**config.mk**
```make
export PLATFORM = sky130hd
export DESIGN_NAME = frame_pixel_reader
export DESIGN_NICKNAME = d
export VERILOG_FILES = /design/src/rtl/frame_pixel_reader.sv
export SDC_FILE = /design/constraint.sdc
export NUM_CORES = 1
export LEC_CHECK = 0
export CORE_MARGIN = 2
export CORE_UTILIZATION = 43
export DETAILED_ROUTE_END_ITERATION = 8
export HOLD_SLACK_MARGIN = 0.12
export PLACE_DENSITY = 0.75
export REMOVE_ABC_BUFFERS = 1
export SLEW_MARGIN = 20
export SYNTH_ARGS = -nofsm -noshare
export SYNTH_HDL_FRONTEND = slang
export SYNTH_SLANG_ARGS = --single-unit
```
**constraint.sdc**
```tcl
create_clock -name clk -period 1.9 [get_ports clk]
set_input_delay 0.38 -clock clk [delete_from_list [all_inputs] [get_ports clk]]
set_output_delay 0.38 -clock clk [all_outputs]
set_load 0.005 [all_outputs]
```
**src/rtl/frame_pixel_reader.sv**
```systemverilog
// Streams image words from data memory onto the VGA RGB pins for a window inside
// the active area, with power-of-two upscaling and MEM_LAT+1 cycles of latency.
module frame_pixel_reader #(
    parameter int                H_ACTIVE   = 640,
    parameter int                V_ACTIVE   = 480,
    parameter int                IMG_W      = 256,
    parameter int                IMG_H      = 256,
    parameter int                X_OFF      = 64,
    parameter int                Y_OFF      = 0,
    parameter int                SCALE_LOG2 = 0,
    parameter int                ADDR_W     = 19,
    parameter logic [ADDR_W-1:0] BASE_ADDR  = '0,
    parameter int                MEM_LAT    = 1,
    parameter logic [7:0]        BG_VAL     = 8'h00
) (
    input  logic              clk,
    input  logic              rst_n,
    input  logic [9:0]        h_count,
    input  logic [9:0]        v_count,
    input  logic              mode,
    output logic [ADDR_W-1:0] mem_addr,
    output logic              mem_rd_en,
    input  logic [7:0]        mem_data,
    output logic [7:0]        R,
    output logic [7:0]        G,
    output logic [7:0]        B,
    output logic              pix_valid
);

    localparam int X_END = X_OFF + (IMG_W << SCALE_LOG2);
    localparam logic [31:0] X_LO   = 32'(X_OFF);
    localparam logic [31:0] X_HI   = 32'(X_END);
    localparam logic [31:0] Y_LO   = 32'(Y_OFF);
    localparam logic [31:0] Y_HI   = 32'(Y_OFF + (IMG_H << SCALE_LOG2));
    localparam logic [31:0] H_LIM  = 32'(H_ACTIVE);
    localparam logic [31:0] V_LIM  = 32'(V_ACTIVE);
    // Line end is the last column actually shown, so right-clipped windows still step rows.
    localparam logic [31:0] X_LAST = 32'(((X_END < H_ACTIVE) ? X_END : H_ACTIVE) - 1);
    localparam int SUB_W = (SCALE_LOG2 > 0) ? SCALE_LOG2 : 1;
    localparam logic [SUB_W-1:0]  SUB_MAX  = SUB_W'((1 << SCALE_LOG2) - 1);
    localparam logic [ADDR_W-1:0] ROW_STEP = ADDR_W'(IMG_W);

    logic [31:0] h_w, v_w;
    logic        active, in_win, vblank;

    logic [ADDR_W-1:0] addr_q, addr_d, line_base_q, line_base_d;
    logic [SUB_W-1:0]  col_sub_q, col_sub_d, row_sub_q, row_sub_d;
    logic              mode_lat_q, mode_lat_d;
    logic [MEM_LAT-1:0] win_pipe_q, act_pipe_q;
    logic [7:0]        r_q, r_d, g_q, g_d, b_q, b_d;
    logic              valid_q, valid_d;

    assign h_w    = {22'd0, h_count};
    assign v_w    = {22'd0, v_count};
    assign active = (h_w < H_LIM) && (v_w < V_LIM);
    assign in_win = active && (h_w >= X_LO) && (h_w < X_HI) && (v_w >= Y_LO) && (v_w < Y_HI);
    assign vblank = (v_w >= V_LIM);

    assign mem_rd_en = in_win && rst_n;
    assign mem_addr  = addr_q;
    assign R         = r_q;
    assign G         = g_q;
    assign B         = b_q;
    assign pix_valid = valid_q;

    always_comb begin
        addr_d      = addr_q;
        line_base_d = line_base_q;
        col_sub_d   = col_sub_q;
        row_sub_d   = row_sub_q;
        mode_lat_d  = mode_lat_q;
        if (vblank) begin
            addr_d      = BASE_ADDR;
            line_base_d = BASE_ADDR;
            col_sub_d   = '0;
            row_sub_d   = '0;
            mode_lat_d  = mode;
        end else if (in_win) begin
            if (h_w == X_LAST) begin
                col_sub_d = '0;
                if (row_sub_q == SUB_MAX) begin
                    line_base_d = line_base_q + ROW_STEP;
                    addr_d      = line_base_q + ROW_STEP;
                    row_sub_d   = '0;
                end else begin
                    row_sub_d = row_sub_q + 1'b1;
                    addr_d    = line_base_q;
                end
            end else if (col_sub_q == SUB_MAX) begin
                addr_d    = addr_q + 1'b1;
                col_sub_d = '0;
            end else begin
                col_sub_d = col_sub_q + 1'b1;
            end
        end
    end

    // Final pipeline stage lines up with mem_data for the fetch made MEM_LAT cycles earlier.
    always_comb begin
        r_d     = 8'h00;
        g_d     = 8'h00;
        b_d     = 8'h00;
        valid_d = 1'b0;
        if (win_pipe_q[MEM_LAT-1]) begin
            valid_d = 1'b1;
            if (mode_lat_q) begin
                r_d = {mem_data[7:5], mem_data[7:5], mem_data[7:6]};
                g_d = {mem_data[4:2], mem_data[4:2], mem_data[4:3]};
                b_d = {4{mem_data[1:0]}};
            end else begin
                r_d = mem_data;
                g_d = mem_data;
                b_d = mem_data;
            end
        end else if (act_pipe_q[MEM_LAT-1]) begin
            r_d = BG_VAL;
            g_d = BG_VAL;
            b_d = BG_VAL;
        end
    end

    always_ff @(posedge clk or negedge rst_n) begin
        if (!rst_n) begin
            addr_q      <= BASE_ADDR;
            line_base_q <= BASE_ADDR;
            col_sub_q   <= '0;
            row_sub_q   <= '0;
            mode_lat_q  <= 1'b0;
            win_pipe_q  <= '0;
            act_pipe_q  <= '0;
            r_q         <= 8'h00;
            g_q         <= 8'h00;
            b_q         <= 8'h00;
            valid_q     <= 1'b0;
        end else begin
            addr_q        <= addr_d;
            line_base_q   <= line_base_d;
            col_sub_q     <= col_sub_d;
            row_sub_q     <= row_sub_d;
            mode_lat_q    <= mode_lat_d;
            win_pipe_q[0] <= in_win;
            act_pipe_q[0] <= active;
            for (int i = 1; i < MEM_LAT; i++) begin
                win_pipe_q[i] <= win_pipe_q[i-1];
                act_pipe_q[i] <= act_pipe_q[i-1];
            end
            r_q     <= r_d;
            g_q     <= g_d;
            b_q     <= b_d;
            valid_q <= valid_d;
        end
    end

endmodule

```
# ---- Yosys cells after proc, flatten, opt, wreduce, memory -nomap -nowiden
# Cells that the tools add are included.
# Widths: inputs -> output; s select.
dict set report totals {
  out_inout_bits 45
  wordCells 56
  register_bits 67
  input_bits 31
}
dict set report classes {
  mux 23
  reduce_logical 10
  addsub 4
  n_lt_le_gt_ge 7
  n_eq_ne 2
}
# op count
set ops {}
lappend ops {{$mux 19} 8}
lappend ops {{$mux 8} 5}
lappend ops {{$lt 10x9->1 const B} 3}
lappend ops {{$add 19x1->19 const B} 1}
lappend ops {{$add 19x9->19 const B} 1}
lappend ops {{$eq 10x9->1 const B} 1}
lappend ops {{$ge 10x1->1 const B} 1}
lappend ops {{$ge 10x7->1 const B} 1}
lappend ops {{$ge 10x9->1 const B} 1}
lappend ops {{$lt 10x10->1 const B} 1}
lappend ops {{$mux 1} 9}
lappend ops {{$logic_and 1x1->1} 6}
lappend ops {{$mux 5} 1}
lappend ops {{$reduce_and 2->1} 2}
lappend ops {{$reduce_bool 2->1} 2}
lappend ops {{$ne 3x2->1 const B} 1}
lappend ops {{$add 1x1->1 const B} 2}

# ---- Depth between registers and ports, before layout
dict set report depth {
  word_depth 8
  depth_mapped 8
  mapped_depth_nobuf 6
}

# ---- Worst setup path before layout
# No wires, ideal clock.
dict set report synth_timing {
  path_kind {input to output}
  start {input port v_count[8]}
  end {output port mem_rd_en}
  arrival_ns 1.541
  path_buffers 2
  required_time_ns 1.520
  stages 6
  setup_slack_ns -0.021
  cell_sequence {or3_1 -> or3_1 -> buf_6 -> clkinv_4 -> buf_4 -> and2_1}
}
dict set report synth_via {
  elab_chain_len 7
  word_cells_on_any_way 9
  cone_classes {3 x order compare; 6 x reduce/logical}
}
# element line_no
set synth_rtl {}
lappend synth_rtl {{start: declaration} 19} ;# input logic [9:0] v_count,
lappend synth_rtl {{$lt 10x9->1} 55} ;# assign active = (h_w < H_LIM) && (v_w < V_LIM);
lappend synth_rtl {{$logic_and 1x1->1} 55}
lappend synth_rtl {{$logic_and 1x1->1 (3 in a row)} 56} ;# assign in_win = active && (h_w >= X_LO) && (h_w < X_HI) && (v_w >= Y_LO) && (v_w < Y_HI);
lappend synth_rtl {{$logic_and 1x1->1 (*)} 56}
lappend synth_rtl {{net in_win} 44} ;# logic active, in_win, vblank;
lappend synth_rtl {{$logic_and 1x1->1 (*)} 59} ;# assign mem_rd_en = in_win && rst_n;
lappend synth_rtl {{end: declaration} 22} ;# output logic mem_rd_en,
# Mark *: on every way through the listed nets, which the timed path passes. The rest lies on a longest branch.

# ---- Worst setup path in the final report
dict set report layout_timing {
  start {input port h_count[7]}
  end {output port mem_rd_en}
}
dict set report layout_via {
  elab_chain_len 7
  word_cells_on_any_way 9
  cone_classes {3 x order compare; 6 x reduce/logical}
}
# element line_no
set layout_rtl {}
lappend layout_rtl {{start: declaration} 18} ;# input logic [9:0] h_count,
lappend layout_rtl {{$lt 10x10->1} 55}
lappend layout_rtl {{$logic_and 1x1->1} 55}
lappend layout_rtl {{$logic_and 1x1->1} 56}
lappend layout_rtl {{$logic_and 1x1->1 (*) (3 in a row)} 56}
lappend layout_rtl {{$logic_and 1x1->1 (*)} 59}
# Mark *: on every way between the ends. The rest lies on a longest branch, timed or not.

==> impl_metrics.tcl <==
set metrics [dict create \
    cp_cell_sequence "dlygate4sd2_1, o21a_1, or3_4, clkinv_4, and2_4, buf_6" \
    cp_num_buf_inv 3 \
    clock_skew_ns 0.004610 \
    ys_async_sr_fraction_pct 100.0 \
    grt_remaining_overflow 0 \
    crit_path_end_kind "primary output" \
    avgSynthCellArea_sq_um 10.08 \
    swShare_pct 22.12 \
    fin_nets 429 \
    critical-path-top-delay-family "simple AND/OR/NAND/NOR gates" \
    critPathSlowestCell "or3_4" \
    io_pins 76 \
    grt_max_degree 58 \
    finalCritPeriodShare_pct 99.51 \
    irDropWorstVdd_mv 0.4982 \
    htree_levels 3 \
    cap_violations 0 \
    fp.dieW_um 85.60 \
    route.met2.wl_um 3576 \
    highest_layer "met4" \
    ys.flop_type "dfrtp_1" \
    drt_first_pass_iters 4 \
    timing.rr.end "mem_addr[18]$_DFFE_PN0P_" \
    grt_usage_pct 21.70 \
    start_util_pct 44.83 \
    routed_wl_um 7439 \
    pwr-share-clk_pct 46.6 \
    drive_above_1_share_pct 21.45 \
    relSlewSlack_pct 52.74 \
    clock.fmax_mhz 528.9 \
    cts_tree "done" \
    arrival_ns 1.51 \
    clk-insertion-delay-late_ns 0.34 \
    final_cells 478 \
    dpl.cell_count 456 \
    regArea_sq_um 1426 \
    r2r-start "mem_addr[0]$_DFFE_PN0P_" \
    holdCritPathClass "in -> async" \
    core_area_sq_um 6386 \
    finalWeightedCongestion 0.8843 \
    vias_per_cell 5.379 \
    hold_viol 0 \
    timing.final.ws_setup_ns 0.009368 \
    synth_area_sq_um 2863 \
    outcome "finished, final reports clean" \
    cp.depth 6 \
    cellPowerDensity_nw_per_um2 663.6 \
    synth_edf_count 0 \
    antenna_cells 0 \
    drc 0 \
    finalPower_mw 2.771 \
    wl_per_cell_um 15.56 \
    cts-root-buf "clkbuf_8" \
    crit_required_ns 1.52 \
    cts_sinks 57 \
    power.switching_uw 613.0 \
    fillers 530 \
    endpoint "mem_rd_en" \
    intPower_mw 2.158 \
    period_needed_ns 1.891 \
    ys_ff_latch 57 \
    reg2reg_slack_ns 0.11 \
    wl_met3_um 753 \
    vias 2571 \
    setup_viol 0 \
    grt_pass1_vias 2660 \
    post-place-ws_ns -0.7759 \
    fp.dieH_um 85.60 \
    p_leak_nw 1.781 \
    critPathLaunchType "primary input" \
    critical_path_class "in -> out" \
    yosys_warnings 0 \
    grt_pass1_wl_um 12510 \
    numCtsBuffers 9 \
    seq_area_frac_synth_pct 49.83 \
    path_clk_slew_ns 0.06 \
    crit_start "h_count[7]" \
    syn_inst 284 \
    synth_cell_types 59 \
    post-dp-hpwl_um 5290 \
    power_frac_comb_pct 8.5 \
    max_stage_delay_ns 0.41 \
    row_count 29 \
    r2r.worst_path.cells 6 \
    power_frac_seq_pct 44.9 \
    cts_buffer_depth 2 \
    multi_input_area_sq_um 1376 \
    wl_met1_um 3008 \
    antenna_left 0 \
    worstPathMaxFanout 3 \
    tightestPinTransition_ns 0.7090 \
    drtIter0Drc 104 \
    slew_viol_final 0 \
    antenna_found_initial 0 \
    io_buffer_count 70 \
    layout-area-overhead-vs-synth_pct 45.85 \
    fp.dieArea_sq_um 7327 \
]
## synth_stat cells, types with 6 or more instances
master,instances,area [sq um]
xnor2_1,9,78.83
xor2_1,11,96.34
nor3_1,7,35.03
a21oi_1,10,50.05
a21boi_0,14,105.1
nand2_1,31,116.4
and2_1,10,62.56
nand3_1,14,70.07
dfrtp_1,57,1426
nor2_1,22,82.58
o21ai_0,17,85.08
clkbuf_1,6,22.52
nand2b_1,10,62.56
## power groups by stage
stage	combinational, mW	sequential [mW]	clock, mW
3_3_place_gp	0.224	1.27	0
2_1_floorplan	0.0635	1.27	0
3_5_place_dp	0.229	1.27	0
5_1_grt	0.255	1.25	1.37
6_report	0.234	1.24	1.29
4_1_cts	0.233	1.24	1.32
## cell type report
| cell class | count | area share (%) |
|---|---|---|
| repair buffers | 113 | 24.69 |
| multi-input cells | 212 | 32.96 |
| well taps | 77 | 2.307 |
| clock buffers | 11 | 3.626 |
| inverters | 3 | 0.3896 |
| clock inverters | 5 | 1.858 |
| flip-flops and latches | 57 | 34.16 |
## per-layer routing
metal  global-route usage (%)  vias up
met4                    11.40        0
met3                    7.988       11
met1                    26.28     1221
met5                        0        -
met2                    33.88      100
li1                         -     1239
## cells in the final DEF, fill, tap and decap left out, types with 3 or more instances in the layout
| cell type | netlist | final |
|---|---|---|
| a21boi_0 | 14 | 14 |
| a21oi_1 | 10 | 10 |
| and2_1 | 10 | 9 |
| buf_4 | 1 | 41 |
| buf_6 | 2 | 4 |
| clkbuf_8 | 0 | 11 |
| clkdlybuf4s50_1 | 0 | 62 |
| dfrtp_1 | 57 | 57 |
| nand2_1 | 31 | 31 |
| nand2b_1 | 10 | 10 |
| nand3_1 | 14 | 14 |
| nand4_1 | 4 | 4 |
| nor2_1 | 22 | 22 |
| nor3_1 | 7 | 5 |
| nor3_2 | 2 | 3 |
| o21a_1 | 3 | 3 |
| o21ai_0 | 17 | 17 |
| xnor2_1 | 9 | 9 |
| xor2_1 | 11 | 11 |
## kinds of logic after synthesis
kind of cell,synth area share [%]
compound gates,15.82
xor+xnor,6.119
fa+ha+maj,0.8740
buf+inv,3.278
flops,49.83
mux,0.7867
simple gates,23.30
## stage by stage
| step | hold slack, ns | TNS [ns] | cell area (sq um) | utilization (%) |
|---|---|---|---|---|
| after floorplan | 0.08441 | -1.375 | 2785 | - |
| after detailed placement | 0.5318 | -16.57 | 3855 | 60.36 |
| after CTS | 0.2436 | -0.008706 | 4141 | 64.85 |
| after global routing | 0.2820 | -0.03163 | 4175 | 65.38 |
| final | 0.2203 | 0 | 4175 | 65.38 |
| after global placement | 0.5154 | -16.18 | 3855 | 60.36 |
## what timing repair did
action,in CTS,in global routing
buffers inserted,5,1
setup endpoints to repair,29,12
cloned,0,0
resized for setup,25,6
hold endpoints to repair,0,0
pin swaps,6,4
hold buffers,0,0
## flip-flops by register name, indices dropped and copies added, names as in the netlist
register / flops
mode_lat_q: 1
R: 8
G: 8
pix_valid: 1
mem_addr: 19
B: 8
line_base_q: 11
win_pipe_q: 1
## worst register-to-register path: stages (launching register included)
cell	delay (ns)
dfrtp_1	0.36
ha_1	0.22
nand2_1	0.13
nor4_2	0.26
nand3_1	0.15
a21o_1	0.21
a221o_1	0.35
## worst min path at each step
stage	slack, ns	cells after the start	to	startpoint
2_1_floorplan	0.08	0	B[0]$_DFF_PN0_	rst_n
3_3_place_gp	0.52	1	mem_addr[15]$_DFFE_PN0P_	mem_addr[15]$_DFFE_PN0P_
3_5_place_dp	0.53	1	mem_addr[15]$_DFFE_PN0P_	mem_addr[15]$_DFFE_PN0P_
4_1_cts	0.24	2	mem_addr[16]$_DFFE_PN0P_	rst_n
5_1_grt	0.28	2	mem_addr[2]$_DFFE_PN0P_	rst_n
6_report	0.22	2	mem_addr[4]$_DFFE_PN0P_	rst_n
(Power assumes the default switching activity.)
